--- config.mk ---
export PLATFORM = sky130hd
export DESIGN_NAME = m3_deadtime_gate_flat
export DESIGN_NICKNAME = d
export VERILOG_FILES = /design/src/rtl/m3_deadtime_gate_if.sv /design/src/rtl/m3_deadtime_gate.sv /design/src/flat_wrapper.sv
export SDC_FILE = /design/constraint.sdc
export NUM_CORES = 1
export LEC_CHECK = 0
export ABC_AREA = 0
export CAP_MARGIN = 20
export CORE_MARGIN = 2
export CORE_UTILIZATION = 50
export DETAILED_ROUTE_END_ITERATION = 10
export HOLD_SLACK_MARGIN = 0.03
export PLACE_DENSITY_LB_ADDON = 0.25
export SETUP_SLACK_MARGIN = 0.5
export SKIP_LAST_GASP = 1
export SYNTH_ARGS = -nofsm -noshare
export SYNTH_HDL_FRONTEND = slang
export SYNTH_SLANG_ARGS = --single-unit
export TNS_END_PERCENT = 30
--- constraint.sdc ---
create_clock -name clk50mhz -period 1.9 [get_ports clk50mhz]
set_input_delay 0.38 -clock clk50mhz [delete_from_list [all_inputs] [get_ports clk50mhz]]
set_output_delay 0.38 -clock clk50mhz [all_outputs]
set_load 0.05 [all_outputs]
--- src/rtl/m3_deadtime_gate_if.sv ---
// Command and gate-pin bundle for the 3-phase dead-time gate stage.
// The master side issues drive commands and observes the gates; the slave side is the gate stage itself.
interface m3_deadtime_gate_if;
  logic [2:0] phEn;
  logic [2:0] phHi;
  logic       m3forceStop;
  logic       stopClr;
  logic       aHP;
  logic       bHP;
  logic       cHP;
  logic       aLN;
  logic       bLN;
  logic       cLN;
  logic       stopped;
  logic [2:0] dtBusy;

  modport master (
    output phEn, phHi, m3forceStop, stopClr,
    input  aHP, bHP, cHP, aLN, bLN, cLN, stopped, dtBusy
  );

  modport slave (
    input  phEn, phHi, m3forceStop, stopClr,
    output aHP, bHP, cHP, aLN, bLN, cLN, stopped, dtBusy
  );
endinterface

--- src/rtl/m3_deadtime_gate.sv ---
// Three-phase gate output stage with per-phase dead time and a latched emergency stop.
// Optional command stability filter on phEn/phHi is enabled by defining M3_DT_GLITCH_FILTER_EN.
module m3_deadtime_gate #(
  parameter int unsigned DEAD_CYC   = 50,
  parameter int unsigned CNT_W      = 10,
  parameter int unsigned GLITCH_CYC = 4
) (
  input  logic               clk50mhz,
  input  logic               nReset,
  m3_deadtime_gate_if.slave  bus
);

  // An illegal parameter set keeps every phase parked in the safe state.
  localparam logic CFG_OK = (DEAD_CYC >= 32'd1) && (DEAD_CYC <= 32'd1023) && (GLITCH_CYC >= 32'd1) &&
                            ((longint'(DEAD_CYC) - 64'sd1) < (64'sd1 <<< CNT_W));
  localparam logic [CNT_W-1:0] DT_LOAD = CNT_W'(DEAD_CYC - 32'd1);

  typedef enum logic [1:0] {
    ST_OFF  = 2'd0,
    ST_DEAD = 2'd1,
    ST_HI   = 2'd2,
    ST_LO   = 2'd3
  } state_e;

  logic [2:0]       en_s;
  logic [2:0]       hi_s;
  logic [2:0]       go_s;
  logic             stopped_q;
  logic             stopped_d;
  state_e           state_q [3];
  state_e           state_d [3];
  logic [CNT_W-1:0] cnt_q   [3];
  logic [CNT_W-1:0] cnt_d   [3];
  logic [2:0]       hp_q;
  logic [2:0]       hp_d;
  logic [2:0]       ln_q;
  logic [2:0]       ln_d;
  logic [2:0]       busy_q;
  logic [2:0]       busy_d;

`ifdef M3_DT_GLITCH_FILTER_EN
  localparam int unsigned RUN_W = $clog2(GLITCH_CYC + 32'd1);

  logic [5:0]       raw_s;
  logic [5:0]       prev_q;
  logic [5:0]       filt_q;
  logic [5:0]       filt_d;
  logic [RUN_W-1:0] run_q [6];
  logic [RUN_W-1:0] run_d [6];

  assign raw_s = {bus.phHi, bus.phEn};

  // run counts consecutive edges the raw bit has held its value, including this one.
  always_comb begin
    filt_d = filt_q;
    run_d  = run_q;
    for (int j = 0; j < 6; j++) begin
      if (raw_s[j] != prev_q[j]) begin
        run_d[j] = RUN_W'(1);
      end else if (run_q[j] < RUN_W'(GLITCH_CYC)) begin
        run_d[j] = run_q[j] + RUN_W'(1);
      end else begin
        run_d[j] = run_q[j];
      end
      if (run_d[j] >= RUN_W'(GLITCH_CYC)) begin
        filt_d[j] = raw_s[j];
      end else begin
        filt_d[j] = filt_q[j];
      end
    end
  end

  always_ff @(posedge clk50mhz or negedge nReset) begin
    if (!nReset) begin
      prev_q <= 6'b000000;
      filt_q <= 6'b000000;
      for (int j = 0; j < 6; j++) begin
        run_q[j] <= '0;
      end
    end else begin
      prev_q <= raw_s;
      filt_q <= filt_d;
      run_q  <= run_d;
    end
  end

  assign en_s = filt_q[2:0];
  assign hi_s = filt_q[5:3];
`else
  assign en_s = bus.phEn;
  assign hi_s = bus.phHi;
`endif

  // Stop request wins over a simultaneous clear.
  always_comb begin
    if (bus.m3forceStop) begin
      stopped_d = 1'b1;
    end else if (bus.stopClr) begin
      stopped_d = 1'b0;
    end else begin
      stopped_d = stopped_q;
    end
  end

  assign go_s = en_s & {3{~stopped_q & CFG_OK}};

  always_comb begin
    state_d = state_q;
    cnt_d   = cnt_q;
    hp_d    = 3'b000;
    ln_d    = 3'b111;
    busy_d  = 3'b000;
    for (int i = 0; i < 3; i++) begin
      case (state_q[i])
        ST_OFF: begin
          if (go_s[i]) begin
            state_d[i] = ST_DEAD;
            cnt_d[i]   = DT_LOAD;
          end else begin
            state_d[i] = ST_OFF;
            cnt_d[i]   = '0;
          end
        end
        ST_DEAD: begin
          if (!go_s[i]) begin
            state_d[i] = ST_OFF;
            cnt_d[i]   = '0;
          end else if (cnt_q[i] == '0) begin
            state_d[i] = hi_s[i] ? ST_HI : ST_LO;
          end else begin
            cnt_d[i]   = cnt_q[i] - CNT_W'(1);
          end
        end
        ST_HI, ST_LO: begin
          if (!go_s[i]) begin
            state_d[i] = ST_OFF;
            cnt_d[i]   = '0;
          end else if (hi_s[i] != (state_q[i] == ST_HI)) begin
            state_d[i] = ST_DEAD;
            cnt_d[i]   = DT_LOAD;
          end else begin
            state_d[i] = state_q[i];
          end
        end
        default: begin
          state_d[i] = ST_OFF;
          cnt_d[i]   = '0;
        end
      endcase
      // Gate levels come from the next state so pins and state change on the same edge.
      hp_d[i]   = (state_d[i] == ST_HI);
      ln_d[i]   = (state_d[i] != ST_LO);
      busy_d[i] = (state_d[i] == ST_DEAD);
    end
  end

  always_ff @(posedge clk50mhz or negedge nReset) begin
    if (!nReset) begin
      for (int i = 0; i < 3; i++) begin
        state_q[i] <= ST_OFF;
        cnt_q[i]   <= '0;
      end
      hp_q      <= 3'b000;
      ln_q      <= 3'b111;
      busy_q    <= 3'b000;
      stopped_q <= 1'b1;
    end else begin
      state_q   <= state_d;
      cnt_q     <= cnt_d;
      hp_q      <= hp_d;
      ln_q      <= ln_d;
      busy_q    <= busy_d;
      stopped_q <= stopped_d;
    end
  end

  assign bus.aHP     = hp_q[0];
  assign bus.bHP     = hp_q[1];
  assign bus.cHP     = hp_q[2];
  assign bus.aLN     = ln_q[0];
  assign bus.bLN     = ln_q[1];
  assign bus.cLN     = ln_q[2];
  assign bus.dtBusy  = busy_q;
  assign bus.stopped = stopped_q;

endmodule

--- src/flat_wrapper.sv ---
// flat-port wrapper written by rule: the top's interface ports become plain ports
module m3_deadtime_gate_flat 
#(
  parameter int unsigned DEAD_CYC   = 50,
  parameter int unsigned CNT_W      = 10,
  parameter int unsigned GLITCH_CYC = 4
)
  (clk50mhz, nReset, bus_phEn, bus_phHi, bus_m3forceStop, bus_stopClr, bus_aHP, bus_bHP, bus_cHP, bus_aLN, bus_bLN, bus_cLN, bus_stopped, bus_dtBusy);
  m3_deadtime_gate_if bus_i ();
  input  logic clk50mhz;
  input  logic nReset;
  input wire logic [$bits(bus_i.phEn)-1:0] bus_phEn;
  input wire logic [$bits(bus_i.phHi)-1:0] bus_phHi;
  input wire logic [$bits(bus_i.m3forceStop)-1:0] bus_m3forceStop;
  input wire logic [$bits(bus_i.stopClr)-1:0] bus_stopClr;
  output wire logic [$bits(bus_i.aHP)-1:0] bus_aHP;
  output wire logic [$bits(bus_i.bHP)-1:0] bus_bHP;
  output wire logic [$bits(bus_i.cHP)-1:0] bus_cHP;
  output wire logic [$bits(bus_i.aLN)-1:0] bus_aLN;
  output wire logic [$bits(bus_i.bLN)-1:0] bus_bLN;
  output wire logic [$bits(bus_i.cLN)-1:0] bus_cLN;
  output wire logic [$bits(bus_i.stopped)-1:0] bus_stopped;
  output wire logic [$bits(bus_i.dtBusy)-1:0] bus_dtBusy;
  assign bus_i.phEn = bus_phEn;
  assign bus_i.phHi = bus_phHi;
  assign bus_i.m3forceStop = bus_m3forceStop;
  assign bus_i.stopClr = bus_stopClr;
  assign bus_aHP = bus_i.aHP;
  assign bus_bHP = bus_i.bHP;
  assign bus_cHP = bus_i.cHP;
  assign bus_aLN = bus_i.aLN;
  assign bus_bLN = bus_i.bLN;
  assign bus_cLN = bus_i.cLN;
  assign bus_stopped = bus_i.stopped;
  assign bus_dtBusy = bus_i.dtBusy;
  m3_deadtime_gate #(.DEAD_CYC(DEAD_CYC), .CNT_W(CNT_W), .GLITCH_CYC(GLITCH_CYC)) u_core (.clk50mhz(clk50mhz), .nReset(nReset), .bus(bus_i));
endmodule
Word-level counts from Yosys, hierarchy flattened

Cells that the tools add are included.

Reductions and logical operators: 13
Bitwise operators: 2
Muxes and demuxes: 41
Add/sub/neg operators: 3
Equal/unequal tests: 27

Operators by type and width:

| cell                                                                   | count |
|---|---|
| 10-bit two-way mux                                                     | 12 |
| 10-bit case mux with 3 select lines                                    | 3 |
| 10-bit logical NOT                                                     | 3 |
| 10-bit by 1-bit subtractor with 10-bit output (second input constant)  | 3 |
| 2-bit two-way mux                                                      | 12 |
| 2-bit equality test (second input constant)                            | 9 |
| 6-bit two-way mux                                                      | 3 |
| 3-bit inequality test (second input constant)                          | 6 |
| 2-bit case mux with 3 select lines                                     | 3 |
| 2-bit by 1-bit equality test with 1-bit output (second input constant) | 6 |
| 1-bit two-way mux                                                      | 8 |
| 2-bit logical NOT                                                      | 3 |
| 2-bit inequality test (second input constant)                          | 3 |
| 2-bit AND reduction                                                    | 3 |
| 2-bit OR reduction                                                     | 3 |
| 3-bit AND                                                              | 1 |
| 1-bit inequality test                                                  | 3 |
| 2-bit nonzero test                                                     | 1 |
| 1-bit inverter                                                         | 1 |

Output and inout bits: 10
Flip-flop bits (word level): 46

Logic depth before layout (Yosys ltp)

Gate-level depths: netlist of run 1.

Depth after elaboration: 6
Mapped depth: 9
Gate-level depth less buffers: 8

Worst setup path after synthesis of run 1

No wires, ideal clock.

Path type: reg-to-reg
Start point: register u_core.cnt_q[20] in the netlist's numbering
End point: register u_core.cnt_q[28] in the netlist's numbering
Setup slack: -0.057 ns
Data arrival time: 1.839 ns
Buffers on the path: 1
Stages on the path, launching flop included: 10
Path through: dfrtp_1 inv_1 ha_1 or4b_4 nor4_4 o21ai_2 inv_2 buf_6 a2111oi_1 a21o_1

Cells in the longest elaborated chain, start to end: 4
Elaborated cells on any way between the ends: 7
Those cells by class: add/sub (1); eq/ne (1); mux (3); reduce/logical (2)

RTL lines:

| element                                       | RTL line                | source |
|---|---|---|
| start: declaration                            | m3_deadtime_gate.sv:32  | `logic [CNT_W-1:0] cnt_q [3];` |
| start signal: assignment                      | m3_deadtime_gate.sv:169 | `cnt_q <= cnt_d;` |
| 10-bit by 1-bit subtractor with 10-bit output | m3_deadtime_gate.sv:131 | `cnt_d[i] = cnt_q[i] - CNT_W'(1);` |
| 10-bit two-way mux                            | m3_deadtime_gate.sv:128 | `end else if (cnt_q[i] == '0) begin` |
| 10-bit two-way mux                            | m3_deadtime_gate.sv:125 | `if (!go_s[i]) begin` |
| 10-bit case mux with 3 select lines           | m3_deadtime_gate.sv:114 | `case (state_q[i])` |

Parallel ways exist; a longest one is shown, timed or not. The select of a mux whose other input is x is not followed.
A chain may end at the register's enable or synchronous reset.

Worst setup path in the final report of run 1

Start point: register u_core.cnt_q[10] in the netlist's numbering
End point: register u_core.cnt_q[18] in the netlist's numbering

Same word-level chain as after synthesis.

==> results of run 1 <==
[timing repair]
item	CTS	global route
cloned	0	0
setup buffers	10	8
resized for setup	38	25
pin swaps	10	15
hold endpoints to repair	0	0
endpoints found under the setup margin	55	52
[layout by cell type (no fill, tap or decap), types with 3 or more instances in the layout]
master / n
sky130_fd_sc_hd__nand2b_1: 8
sky130_fd_sc_hd__ha_1: 3
sky130_fd_sc_hd__nor2_1: 23
sky130_fd_sc_hd__o31ai_1: 7
sky130_fd_sc_hd__o2111ai_1: 3
sky130_fd_sc_hd__buf_4: 59
sky130_fd_sc_hd__clkbuf_8: 5
sky130_fd_sc_hd__o21ai_1: 9
sky130_fd_sc_hd__clkdlybuf4s50_1: 11
sky130_fd_sc_hd__nand4_1: 3
sky130_fd_sc_hd__nor3_1: 8
sky130_fd_sc_hd__dfrtp_1: 40
sky130_fd_sc_hd__o21ai_0: 7
sky130_fd_sc_hd__a21o_1: 4
sky130_fd_sc_hd__nor2b_1: 9
sky130_fd_sc_hd__o21ai_2: 6
sky130_fd_sc_hd__a21oi_1: 11
sky130_fd_sc_hd__nand2_1: 17
sky130_fd_sc_hd__nand3_1: 10
sky130_fd_sc_hd__inv_2: 7
sky130_fd_sc_hd__or3_1: 7
sky130_fd_sc_hd__inv_1: 6
sky130_fd_sc_hd__buf_2: 4
sky130_fd_sc_hd__a311oi_1: 3
sky130_fd_sc_hd__ha_4: 3
sky130_fd_sc_hd__dfstp_2: 4
sky130_fd_sc_hd__xor2_1: 5
sky130_fd_sc_hd__buf_6: 3
[power groups by stage]
stage          clock network, W  registers [W]  logic (W)
5_1_grt                0.000682        0.00105   0.000572
6_report               0.000624        0.00104   0.000525
2_1_floorplan                 0        0.00107   0.000235
4_1_cts                0.000637        0.00104   0.000479
3_5_place_dp                  0        0.00106   0.000432
3_3_place_gp                  0        0.00106   0.000428
[synthesized netlist by cell type, drive strengths merged, types with 6 or more instances]
| library cell | instances |
|---|---|
| or3 | 8 |
| nand2b | 8 |
| ha | 6 |
| nor2b | 10 |
| o31ai | 7 |
| a21oi | 13 |
| o21ai | 22 |
| nor2 | 23 |
| nand2 | 17 |
| nand3 | 12 |
| inv | 13 |
| nor3 | 11 |
| dfrtp | 42 |
[kinds of logic (layout without fill, tap and decap cells)]
kind of cell | after synthesis | after routing | share of synthesized area [%]
compound gates | 73 | 73 | 19.4
flops | 46 | 46 | 46.1
fa+ha+maj | 6 | 6 | 2.99
simple gates | 116 | 116 | 26.5
xor+xnor | 6 | 6 | 2.09
buf+inv | 17 | 99 | 2.94
[worst max-delay path by stage]
| stage | depth (start not counted) | slack (ns) | endpoint | from |
|---|---|---|---|---|
| final | 7 | -0.01 | u_core.cnt_q[18]$_DFFE_PN0P_ | u_core.cnt_q[10]$_DFFE_PN0P_ |
| after CTS | 9 | -0.002 | u_core.cnt_q[29]$_DFFE_PN0P_ | u_core.cnt_q[20]$_DFFE_PN0P_ |
| after global placement | 7 | -0.22 | u_core.cnt_q[26]$_DFFE_PN0P_ | bus_phHi[0] |
| after detailed placement | 8 | -0.28 | u_core.cnt_q[29]$_DFFE_PN0P_ | bus_phHi[0] |
| after global routing | 9 | -0.11 | u_core.cnt_q[29]$_DFFE_PN0P_ | u_core.cnt_q[20]$_DFFE_PN0P_ |
| after floorplan | 9 | 0.05 | u_core.cnt_q[28]$_DFFE_PN0P_ | u_core.cnt_q[20]$_DFFE_PN0P_ |
[stage by stage]
step / cells / utilization (%) / power (W) / setup TNS, ns / setup WS (ns)
floorplan: 264 / - / 0.00131 / 0 / 0.0503
global placement: 387 / 64.8 / 0.00149 / -0.780 / -0.216
detailed placement: 387 / 64.8 / 0.00149 / -1.14 / -0.280
CTS: 405 / 69.9 / 0.00216 / -0.00200 / -0.00200
global route: 413 / 73.1 / 0.00230 / -0.839 / -0.109
finish: 413 / 73.1 / 0.00219 / -0.0144 / -0.0144
[worst max-delay path: stages, from the launching register on]
cell and delay (ns):
sky130_fd_sc_hd__dfrtp_1 0.41, sky130_fd_sc_hd__inv_2 0.11, sky130_fd_sc_hd__ha_4 0.14, sky130_fd_sc_hd__or3b_4 0.38, sky130_fd_sc_hd__or3_4 0.39, sky130_fd_sc_hd__nor2b_4 0.14, sky130_fd_sc_hd__o21ai_2 0.14, sky130_fd_sc_hd__o41ai_2 0.09
[final cells by class]
class | instances | area, um^2
Fill cell | 357 | 1290
Tap cell | 67 | 83.8
Multi-Input combinational cell | 201 | 1490
Inverter | 13 | 48.8
Clock inverter | 3 | 21.3
Clock buffer | 5 | 68.8
Sequential cell | 46 | 1160
Timing Repair Buffer | 78 | 627
[sequential cells by signal (all words and copies together) (netlist names)]
signal	cells
u_core.bus.dtBusy	3
u_core.bus.stopped	1
u_core.state_q	6
u_core.hp_q	3
u_core.ln_q	3
u_core.cnt_q	30
[metal layers]
metal	share of wire [%]	wire, um	GRT usage (%)	vias to the layer above
met5	0	0	0	-
met4	2.3	156	10.1	0
met3	5.5	372	5.35	18
met2	49	3300	40.8	89
met1	43	2900	31.8	1162
li1	-	-	-	1143
==> impl_metrics.json, run 1 <==
{
  "outcome": "finished with violations",
  "violated_checks": "setup timing",
  "port_buffers": 19,
  "power_switching_share_pct": 30.6,
  "critical_path.max_fanout": 2,
  "synth_async_sr_flop_share_pct": 100,
  "synth_top_cells_by_area": "sky130_fd_sc_hd__dfrtp_1 (42%), sky130_fd_sc_hd__dfstp_2 (4.2%), sky130_fd_sc_hd__nor2_1 (3.4%)",
  "tightestPinTransition_ns": 0.507,
  "worstSetupPathType": "reg2reg",
  "initialDrtViolationCount": 139,
  "clock_power_share_pct": 28.5,
  "finalHoldWorstSlack_ns": 0.0183,
  "globalRoute.totalOverflow": 0,
  "share_comb_of_total_power_pct": 23.9,
  "reg_clk_slew_reported_paths_ns": 0.10,
  "power_report.internal_total_w": 0.00152,
  "grt_pass1_wl_um": 10500,
  "cellPowerDensity_nw_per_um2": 627,
  "period_minus_slack_ns": 1.91,
  "portion_of_the_clock_cycle_consumed_by_the_worst_path_in_the_final_layout_pct": 101,
  "first_global_vias": 2300,
  "timing.critical_path.arrival_ns": 2.11,
  "unique_masters_post_synth": 60,
  "ctsHtreeMaxLevel": 2,
  "netlist_area_um2": 2510,
  "route.final.wire_length_um": 6720,
  "num_rows": 25,
  "clk-insertion-delay-late_ns": 0.32,
  "postSynthAreaPerCell_um2": 9.50,
  "critPathRequiredTime_ns": 2.09,
  "power_switching_w": 0.000671,
  "drt-pass1-iter-count": 4,
  "number_of_buffers_on_the_longest_clock_path": 2,
  "worst_r2r_endpoint": "u_core.cnt_q[18]$_DFFE_PN0P_",
  "worst_r2r_path_depth": 7,
  "n_antenna_cell": 0,
  "clock_tree.root_cell": "sky130_fd_sc_hd__clkbuf_8",
  "post_dp_cell_area_um2": 3100,
  "report.final.hold_viol_count": 0,
  "seqPwrFrac_pct": 47.6,
  "seq_total_area_yosys_pct": 46.1,
  "cts_sinks": 46,
  "post_route_cells_drive_above_1_share_pct": 35.3,
  "nets": 361,
  "synth_seq_cells": 46,
  "r2r-start": "u_core.cnt_q[10]$_DFFE_PN0P_",
  "finalSetupViolations": 1,
  "yosysWarnings": 0,
  "grt_setup_unrepaired": "yes",
  "hold_path_class": "in2async",
  "floorplan.die_area_um2": 5600,
  "syn2layout_area_growth_pct": 39.5,
  "die_y_um": 74.8,
  "cts-hold-fix-buffers": 0,
  "start_util_pct": 52.4,
  "grt_antenna_before_repair": 0,
  "relSlewSlack_pct": 66.1,
  "power_leakage_nw": 1.69,
  "clock_tree_from_tritoncts": "built",
  "floorplan.core_area_um2": 4790,
  "worst_clock_skew_ns": 0.0130,
  "upper_clock_frequency_limit_mhz": 522,
  "dp_hpwl_um": 4480,
  "synth_largest_area_cell": "sky130_fd_sc_hd__dfrtp_1",
  "r2r_slack_ns": -0.01,
  "syn_inst": 264,
  "largest_net_degree_at_the_start_of_global_routing": 23,
  "fin_area_um2": 3500,
  "avgRoutedWirePerCell_um": 16.3,
  "synth_flop_cell": "sky130_fd_sc_hd__dfrtp_1",
  "post-synth-top-area-fraction_pct": 41.9,
  "tritoncts.num_buffers": 5,
  "dieWidth_um": 74.8,
  "worst_ir_drop_vdd_uv": 537,
  "grt.total_usage_pct": 24.8,
  "fin_worst_setup_slack_ns": -0.0144,
  "finalWeightedCongestion": 0.929,
  "max-cap-violations": 0,
  "detailroute.via_count": 2412,
  "maxSlewViolCount": 0,
  "boundary_pin_count": 20,
  "antenna_violating_nets_left": 0,
  "remaining_drc_errors": 0,
  "cp-start-kind": "flop",
  "synth_edf_count": 0,
  "drt-vias-per-instance": 5.84,
  "end_kind": "flop",
  "syn_nets": 280
}
No activity file was read; power rests on OpenSTA's default activity.
==> run 2: changes to the inputs <==
Settings changed: GPL_TIMING_DRIVEN set to 0.
==> impl_metrics.json, run 2 (synthesis gave the netlist of run 1 again) <==
{
  "outcome": "finished with violations",
  "violated_checks": "setup timing",
  "grt_pass1_wl_um": 9530,
  "critPathRequiredTime_ns": 2.09,
  "power_switching_share_pct": 28.8,
  "boundary_pin_count": 20,
  "tns_ns": -0.665,
  "cp-start-kind": "flop",
  "antenna_violating_nets_left": 0,
  "use_met3_pct": 3.21,
  "maxSlewViolCount": 0,
  "finalSetupViolations": 10,
  "worst_ir_drop_vdd_uv": 516,
  "number_of_buffers_on_the_longest_clock_path": 2,
  "tritoncts.num_buffers": 5,
  "die_y_um": 74.8,
  "number_of_instances_in_the_placed_design": 351,
  "cellPowerDensity_nw_per_um2": 650,
  "fin_worst_setup_slack_ns": -0.171,
  "end_kind": "flop",
  "timing.critical_path.to": "u_core.cnt_q[28]$_DFFE_PN0P_",
  "crit_path_from": "u_core.cnt_q[21]$_DFFE_PN0P_",
  "clock_power_share_pct": 28.7,
  "clock_tree_from_tritoncts": "built",
  "grt_use_met2_pct": 35.3,
  "path_cells": "inv_2 -> ha_4 -> or4b_4 -> buf_4 -> nor3_4 -> a211oi_2 -> a21o_1 -> a21o_1",
  "report.final.hold_viol_count": 0,
  "finalHoldWorstSlack_ns": 0.475,
  "drt-vias-per-instance": 5.89,
  "ctsHtreeMaxLevel": 2,
  "seqPwrFrac_pct": 48.8,
  "port_buffers": 19,
  "met1_usage_pct": 30.7,
  "relSlewSlack_pct": 57.1,
  "share_comb_of_total_power_pct": 22.4,
  "floorplan.die_area_um2": 5600,
  "max-cap-violations": 0,
  "start_util_pct": 52.4,
  "cpMaxStageDelayCell": "sky130_fd_sc_hd__or4b_4",
  "largest_register": "u_core.cnt_q",
  "grt_setup_unrepaired": "yes",
  "post-place-ws_ns": -0.478,
  "remaining_drc_errors": 0,
  "dieWidth_um": 74.8,
  "layout_top_registers": "u_core.cnt_q: 30 flops, u_core.state_q: 6 flops",
  "worstSetupPathType": "reg2reg",
  "tightestPinTransition_ns": 0.637,
  "grt.total_usage_pct": 22.0,
  "grt_antenna_before_repair": 0,
  "commonest_non_fill_non_tap_cells_in_the_layout": "sky130_fd_sc_hd__dfrtp_1 (40), sky130_fd_sc_hd__buf_4 (28), sky130_fd_sc_hd__nor2_1 (23), sky130_fd_sc_hd__nand2_1 (16), sky130_fd_sc_hd__clkdlybuf4s50_1 (13)",
  "cpMostUsedCell": "sky130_fd_sc_hd__a21o_1",
  "instances_no_fill": 388,
  "route.final.wire_length_um": 6100,
  "avgRoutedWirePerCell_um": 15.7,
  "power_switching_w": 0.000616,
  "post_route_cells_drive_above_1_share_pct": 27.7,
  "first_global_vias": 2039,
  "cts_sinks": 46,
  "layout_commonest_cell": "sky130_fd_sc_hd__dfrtp_1",
  "largest_net_degree_at_the_start_of_global_routing": 38,
  "post_dp_cell_area_um2": 2840,
  "highest_cell_delay_on_the_worst_timing_path_ns": 0.49,
  "finalWeightedCongestion": 0.796,
  "detailroute.via_count": 2287,
  "dp_hpwl_um": 3910,
  "num_rows": 25,
  "clock_tree.root_cell": "sky130_fd_sc_hd__clkbuf_8",
  "worst_clock_skew_ns": 0.00377,
  "worst_r2r_path_depth": 8,
  "portion_of_the_clock_cycle_consumed_by_the_worst_path_in_the_final_layout_pct": 109,
  "floorplan.core_area_um2": 4790,
  "timing.critical_path.arrival_ns": 2.26,
  "globalRoute.totalOverflow": 0,
  "clk-insertion-delay-late_ns": 0.30,
  "worst_r2r_endpoint": "u_core.cnt_q[28]$_DFFE_PN0P_",
  "r2r-start": "u_core.cnt_q[21]$_DFFE_PN0P_",
  "power_leakage_nw": 1.54,
  "critical_path.max_fanout": 3,
  "nets": 336,
  "syn2layout_area_growth_pct": 31.3,
  "n_antenna_cell": 0,
  "period_minus_slack_ns": 2.07,
  "largest_register_ffs": 30,
  "hold_path_class": "in2async",
  "grt_busiest_layer": "met2",
  "upper_clock_frequency_limit_mhz": 483,
  "power_report.internal_total_w": 0.00152,
  "initialDrtViolationCount": 110,
  "fin_area_um2": 3290,
  "reg_clk_slew_reported_paths_ns": 0.08,
  "drt-pass1-iter-count": 5,
  "r2r_slack_ns": -0.17
}
run 2: changes by cell type in the layout (fill, tap and decap cells not counted), sizes merged:
cell           change
clkbuf             +3
clkdlybuf4s50      +2
dlygate4sd3        +1
clkinvlp           -1
dlygate4sd2        +2
buf               -31
clkinv             -1
run 2: power groups by stage:
stage	Sequential (W)	Combinational, W	Clock, W
2_1_floorplan	0.00107	0.000235	0
3_3_place_gp	0.00106	0.000357	0
3_5_place_dp	0.00106	0.000365	0
4_1_cts	0.00104	0.000400	0.000633
5_1_grt	0.00105	0.000524	0.000686
6_report	0.00105	0.000480	0.000615
run 2: per-layer routing:
metal  wire, um  share of wire (%)  up-vias
li1           -                  -     1089
met4         80                1.3        0
met5          0                  0        -
met3        174                2.9        8
met1       2760                 45     1138
met2       3090                 51       52
run 2: area by class of cell:
cell class,count,area [um^2]
Fill cell,366,1490
Multi-Input combinational cell,201,1460
Inverter,13,48.8
Tap cell,67,83.8
Timing Repair Buffer,49,427
Buffer,4,25.0
Clock buffer,7,86.3
Clock inverter,1,5.00
Sequential cell,46,1160
run 2: per-stage QoR:
stage                     utilization [%]  power, W
after CTS                            64.8   0.00207
after global placement               59.0   0.00142
after floorplan                         -   0.00131
after global routing                 68.8   0.00226
after detailed placement             59.3   0.00142
final                                68.8   0.00214
run 2: worst min path at each step:
stage	startpoint	endpoint	slack, ns	cells past startpoint
global route	nReset	u_core.cnt_q[28]$_DFFE_PN0P_	0.48	2
finish	nReset	u_core.cnt_q[28]$_DFFE_PN0P_	0.47	2
CTS	nReset	u_core.bus.dtBusy[0]$_DFF_PN0_	0.47	2
floorplan	nReset	u_core.bus.dtBusy[0]$_DFF_PN0_	0.08	0
detailed placement	nReset	u_core.cnt_q[27]$_DFFE_PN0P_	0.26	1
global placement	u_core.cnt_q[18]$_DFFE_PN0P_	u_core.cnt_q[18]$_DFFE_PN0P_	0.48	1
run 2: repair_timing:
action	in CTS	in global routing
buffers inserted	13	14
gates cloned	1	0
hold buffers	1	0
hold endpoints to repair	6	0
setup endpoints to repair	55	54
pin swaps	9	7
resized for setup	42	20
run 2: critical path: cells and delay by family, from the launching register on:
| family | cells | cell delay, ns |
|---|---|---|
| adders and majority gates | 1 | 0.11 |
| buffers and inverters | 2 | 0.26 |
| DFF | 1 | 0.40 |
| and+or+nand+nor | 2 | 0.71 |
| AOI/OAI and AO/OA | 3 | 0.49 |
==> run 3: changes to the inputs <==
Settings changed: ABC_AREA 0 to not set.
==> results of run 3 <==
Final layout, timing and power as in run 2 (identical DEF).
